### src/rtl/mem_arbiter.sv
// mem_arbiter: serialises instruction fetches and data reads/writes onto one single-ported RAM.
// Latency: RAM strobe one cycle after the request is seen in IDLE; hit one cycle after ram_ready.
// Backpressure: requesters hold their level strobes until the hit; data has priority over fetches.
module mem_arbiter #(
  parameter int ADDR_W  = 32,
  parameter int DATA_W  = 32,
  parameter int TIMEOUT = 255
) (
  input  logic              CLK,
  input  logic              nRST,
  // instruction side
  input  logic              iREN,
  input  logic [ADDR_W-1:0] iaddr,
  output logic [DATA_W-1:0] iload,
  output logic              iHit,
  // data side
  input  logic              dREN,
  input  logic              dWEN,
  input  logic [ADDR_W-1:0] daddr,
  input  logic [DATA_W-1:0] dstore,
  output logic [DATA_W-1:0] dload,
  output logic              dHit,
  // RAM side
  output logic              ramREN,
  output logic              ramWEN,
  output logic [ADDR_W-1:0] ramaddr,
  output logic [DATA_W-1:0] ramstore,
  input  logic [DATA_W-1:0] ramload,
  input  logic              ram_ready,
  // status
  output logic              busy,
  output logic              timeout_err
);

  localparam int CNT_W = $clog2(TIMEOUT + 1);

  typedef enum logic [2:0] {
    IDLE  = 3'd0,
    DACC  = 3'd1,
    IACC  = 3'd2,
    DRAIN = 3'd3,
    RESP  = 3'd4
  } state_t;

  state_t state;
  state_t state_n;

  // Access context captured when leaving IDLE; it drives the RAM for the whole access,
  // including a drain after the requester has walked away.
  logic [ADDR_W-1:0] addr_q;
  logic [DATA_W-1:0] store_q;
  logic              wr_q;
  logic              instr_q;

  logic [CNT_W-1:0]  cnt;
  logic              err_q;
  logic              busy_q;
  logic [DATA_W-1:0] iload_q;
  logic [DATA_W-1:0] dload_q;

  // Control strobes produced by the next-state logic for the datapath registers.
  logic sel_data;
  logic latch;
  logic cnt_clr;
  logic cnt_inc;
  logic set_err;
  logic cap_i;
  logic cap_d;
  logic timeout_hit;

  // Any data strobe wins arbitration; dWEN alone decides read vs write.
  assign sel_data    = dREN | dWEN;
  // The wait that would bring the counter to TIMEOUT is the last one allowed.
  assign timeout_hit = (cnt == CNT_W'(TIMEOUT - 1));

  // State register; an asynchronous reset abandons any RAM access in flight.
  always_ff @(posedge CLK or negedge nRST) begin
    if (!nRST) begin
      state <= IDLE;
    end else begin
      state <= state_n;
    end
  end

  // Next-state and output decode: arbitration, completion, abort, drain and timeout.
  always_comb begin
    state_n = state;
    latch   = 1'b0;
    cnt_clr = 1'b0;
    cnt_inc = 1'b0;
    set_err = 1'b0;
    cap_i   = 1'b0;
    cap_d   = 1'b0;
    ramREN  = 1'b0;
    ramWEN  = 1'b0;
    iHit    = 1'b0;
    dHit    = 1'b0;

    unique case (state)
      IDLE: begin
        // ram_ready here belongs to no access and is ignored.
        if (sel_data) begin
          state_n = DACC;
          latch   = 1'b1;
          cnt_clr = 1'b1;
        end else if (iREN) begin
          state_n = IACC;
          latch   = 1'b1;
          cnt_clr = 1'b1;
        end
      end

      DACC: begin
        ramWEN = wr_q;
        ramREN = !wr_q;
        // Completion beats both abort and timeout when they coincide.
        if (ram_ready) begin
          state_n = RESP;
          cap_d   = !wr_q;
        end else if (timeout_hit) begin
          state_n = IDLE;
          set_err = 1'b1;
        end else begin
          cnt_inc = 1'b1;
          if (!dREN && !dWEN) begin
            state_n = DRAIN;
          end
        end
      end

      IACC: begin
        ramREN = 1'b1;
        if (ram_ready) begin
          state_n = RESP;
          cap_i   = 1'b1;
        end else if (timeout_hit) begin
          state_n = IDLE;
          set_err = 1'b1;
        end else begin
          cnt_inc = 1'b1;
          if (!iREN) begin
            state_n = DRAIN;
          end
        end
      end

      DRAIN: begin
        // The RAM cannot cancel an access: keep presenting it until it finishes,
        // but discard the returned data.
        ramWEN = wr_q;
        ramREN = !wr_q;
        if (ram_ready) begin
          state_n = IDLE;
        end else if (timeout_hit) begin
          state_n = IDLE;
          set_err = 1'b1;
        end else begin
          cnt_inc = 1'b1;
        end
      end

      RESP: begin
        // Requester strobes are still high while it samples the hit, so they are
        // not looked at here; arbitration resumes in the following IDLE cycle.
        iHit    = instr_q;
        dHit    = !instr_q;
        state_n = IDLE;
      end

      default: begin
        state_n = IDLE;
      end
    endcase
  end

  // Access context capture at arbitration time.
  always_ff @(posedge CLK or negedge nRST) begin
    if (!nRST) begin
      addr_q  <= '0;
      store_q <= '0;
      wr_q    <= 1'b0;
      instr_q <= 1'b0;
    end else if (latch) begin
      if (sel_data) begin
        addr_q  <= daddr;
        store_q <= dstore;
        wr_q    <= dWEN;
        instr_q <= 1'b0;
      end else begin
        addr_q  <= iaddr;
        wr_q    <= 1'b0;
        instr_q <= 1'b1;
      end
    end
  end

  // Wait-state counter: restarts per access and keeps counting through a drain.
  always_ff @(posedge CLK or negedge nRST) begin
    if (!nRST) begin
      cnt <= '0;
    end else if (cnt_clr) begin
      cnt <= '0;
    end else if (cnt_inc) begin
      cnt <= cnt + CNT_W'(1);
    end
  end

  // Sticky timeout flag; only reset clears it.
  always_ff @(posedge CLK or negedge nRST) begin
    if (!nRST) begin
      err_q <= 1'b0;
    end else if (set_err) begin
      err_q <= 1'b1;
    end
  end

  // Load-data registers; each holds until its own next completed read.
  always_ff @(posedge CLK or negedge nRST) begin
    if (!nRST) begin
      iload_q <= '0;
      dload_q <= '0;
    end else begin
      if (cap_i) begin
        iload_q <= ramload;
      end
      if (cap_d) begin
        dload_q <= ramload;
      end
    end
  end

  // Registered busy indication tracking the state the FSM is entering.
  always_ff @(posedge CLK or negedge nRST) begin
    if (!nRST) begin
      busy_q <= 1'b0;
    end else begin
      busy_q <= (state_n != IDLE);
    end
  end

  assign ramaddr     = addr_q;
  assign ramstore    = store_q;
  assign iload       = iload_q;
  assign dload       = dload_q;
  assign busy        = busy_q;
  assign timeout_err = err_q;

endmodule

### config.mk
export PLATFORM = sky130hd
export DESIGN_NAME = mem_arbiter
export DESIGN_NICKNAME = d
export VERILOG_FILES = /design/src/rtl/mem_arbiter.sv
export SDC_FILE = /design/constraint.sdc
export NUM_CORES = 1
export LEC_CHECK = 0
export CORE_MARGIN = 5
export CORE_UTILIZATION = 40
export CTS_CLUSTER_DIAMETER = 30
export DETAILED_ROUTE_END_ITERATION = 6
export DONT_BUFFER_PORTS = 1
export PLACE_DENSITY = 0.56
export SETUP_SLACK_MARGIN = 0.15
export SYNTH_ARGS = -nofsm -noshare
export SYNTH_HDL_FRONTEND = slang
export SYNTH_SLANG_ARGS = --single-unit
### constraint.sdc
create_clock -name CLK -period 2 [get_ports CLK]
set_input_delay 0.2 -clock CLK [delete_from_list [all_inputs] [get_ports CLK]]
set_output_delay 0.2 -clock CLK [all_outputs]
set_load 0.005 [all_outputs]
==> impl_metrics.ini <==
[outcome]
status = finished, violations left
violations = negative hold slack

[die]
core_um2 = 14400
rows = 44
die-area_um2 = 17200
boundaryPins = 268
die_y_um = 131
start_util_pct = 40.6
fp.dieW_um = 131

[global_routing]
antenna_found_initial = 0
grt_pass1_wl_um = 21100
grt_pass1_vias = 4025
grt_max_degree = 144
track_usage_pct = 15.9
overflow = 0

[detailed_routing]
wire_per_inst_um = 19.3
wl_met1_um = 5320
route.detailed.drc = 0
wl_um = 13700
wl_met3_um = 1530
vias = 3758
drt_iter0_markers = 161
firstDrtPassIters = 4
drtAntennaViolNets = 0
met2_length_um = 6690
highest_layer = met4
viasPerCell = 5.28

[logic_synthesis]
muxShareOfSynthArea_pct = 18.8
synth_ff_type = dfrtp_1
yosys_warnings = 0
syn-instance-count = 431
synth_top_area_share_pct = 61.1
synth_top_family_by_area = multiplexers
synth_xor_xnor_area_share_pct = 0
netlist_area_um2 = 5860
synthDistinctLibCells = 39
post-synth-top-count-cell = dfrtp_1
synthArstFlopShare_pct = 100
synth_edf_count = 0
netlist_top_cells_area = dfrtp_1, mux2_2, mux2_1
avgSynthCellArea_um2 = 13.6
synth_fp_nets = 567
ys_seq_area_share_pct = 61.1
synth_compound_area_share_pct = 10.6
synth_adder_area_share_pct = 0.427
synthTopCellsByCount = dfrtp_1, mux2_2, nor2_1
synth-seq-cells = 143
synth_simple_gate_area_share_pct = 5.96
yosys.area.top_type = dfrtp_1

[place]
place_area_um2 = 6050
gp_congestion = 0.772
port_buffers = 0
pre_cts_slack_ns = 0.172
dp_hpwl_um = 9110

[sta]
worst_pin_slew_ns = 0.499
hold_viol = 143
max_slew_margin_pct = 66.4
finalCritPeriodShare_pct = 88.4
timing.final.ws_setup_ns = 0.233
rsz0062_at_grt = no
fmax_mhz = 566
hold_slack_ns = -0.517
slew_violations = 0
fin_worst_skew_ns = 0.00958
finalCriticalPeriod_ns = 1.77
fin_tns_setup_ns = 0
setup_viol = 0

[clocking]
path_clk_slew_ns = 0.06
postCtsSetupBuffers = 0
cts_hold_buf = 83
cts_tree = done
clockRootBuffer = clkbuf_16
clk_latency_ns = 0.41
htree_num_levels = 4
clock_path_buffers = 2
clkSinkCount = 143
cts-buffers-inserted = 17

[power_and_ir_drop]
power_density_nw_per_um2 = 1550
p_leak_nw = 3.08
ir_worst_vdd_mv = 0.629

[layout]
post-route-util_pct = 51.7
fin_nets = 652
drive_above_1_share_pct = 25.8
fin_area_um2 = 7460
antennaDiodeCount = 0
syn_to_final_growth_pct = 27.4

[worst_setup_path]
critPathKind = reg2reg
cp.required_ns = 2.28
cp-end-kind = flip-flop
cp_max_fo = 32
cp.arrival_ns = 2.05
start_kind = flip-flop

[job]
max_cap_violations = 0

[min_path]
hp-class = in2async
-- per-stage QoR --
stage	instances	power, W
final	712	0.0116
after detailed placement	598	0.00847
after global placement	598	0.00832
after floorplan	431	0.00763
after global routing	712	0.0123
after CTS	712	0.0117
-- repair_timing --
item	CTS	global route
hold endpoints to repair	259	143
resized for setup	0	1
endpoints found under the setup margin	0	33
-- where the power goes --
part / total [W] / internal (W) / switching, W
clock: 0.00303 / 0.00188 / 0.00114
sequential: 0.00549 / 0.00430 / 0.00120
combinational: 0.00304 / 0.00162 / 0.00142
-- critical path, cell delays in order, from the launching register on --
cell      delay [ns]
dfrtp_1         0.48
nand2b_1        0.29
nor3_4          0.24
buf_12          0.23
mux2_1          0.36
-- final timing paths --
check                            startpoint           end  slack, ns  cells after the start
worst max-delay path               state[2]     dload[11]       0.23                      4
worst min-delay path                   nRST      dload[2]      -0.52                      0
worst max register to register     state[2]     dload[11]       0.23                      4
worst min register to register  timeout_err   timeout_err       0.51                      1
max in group asynchronous              nRST  ramstore[17]       2.37                      0
min in group CLK                  iaddr[20]   ramaddr[20]       0.02                      2
-- kinds of logic after synthesis --
family	after synthesis
and+or+nand+nor	74
DFF	143
buffers and inverters	27
AOI/OAI and AO/OA	87
adders and majority gates	2
muxes	98
-- layout by cell type (no fill, tap or decap), types with 3 or more instances in the layout --
cell	count
a21oi_2	26
dlygate4sd3_1	83
o21ai_0	3
nor2_1	43
inv_1	3
mux2_1	32
o31ai_1	3
buf_12	5
clkinvlp_4	3
nand2b_1	3
mux2_2	64
nand2_1	9
clkinv_2	5
nand3_1	3
clkbuf_16	17
o22ai_1	34
dfrtp_1	143
a21oi_1	11
-- sequential cells by signal (all words and copies together) (netlist names), 3 cells and up --
| register | flops |
|---|---|
| cnt | 8 |
| dload | 32 |
| iload | 32 |
| ramaddr | 32 |
| ramstore | 32 |
| state | 3 |
-- final cells by class --
| cell class | instances | area (µm²) |
|---|---|---|
| sequential | 143 | 3580 |
| clock buffer | 20 | 457 |
| multi-input combinational | 261 | 2120 |
| tap | 184 | 230 |
| clock inverter | 11 | 116 |
| timing repair buffer | 90 | 946 |
| inverter | 3 | 11.3 |
| fill | 1205 | 6960 |
-- layer usage --
| metal | up-vias | track usage (%) |
|---|---|---|
| met5 | - | 0 |
| met4 | 0 | 7.08 |
| met3 | 16 | 6.46 |
| met2 | 175 | 25.6 |
| met1 | 1840 | 18.5 |
| li1 | 1727 | - |
Note: power is estimated with default switching activity, not from simulation.
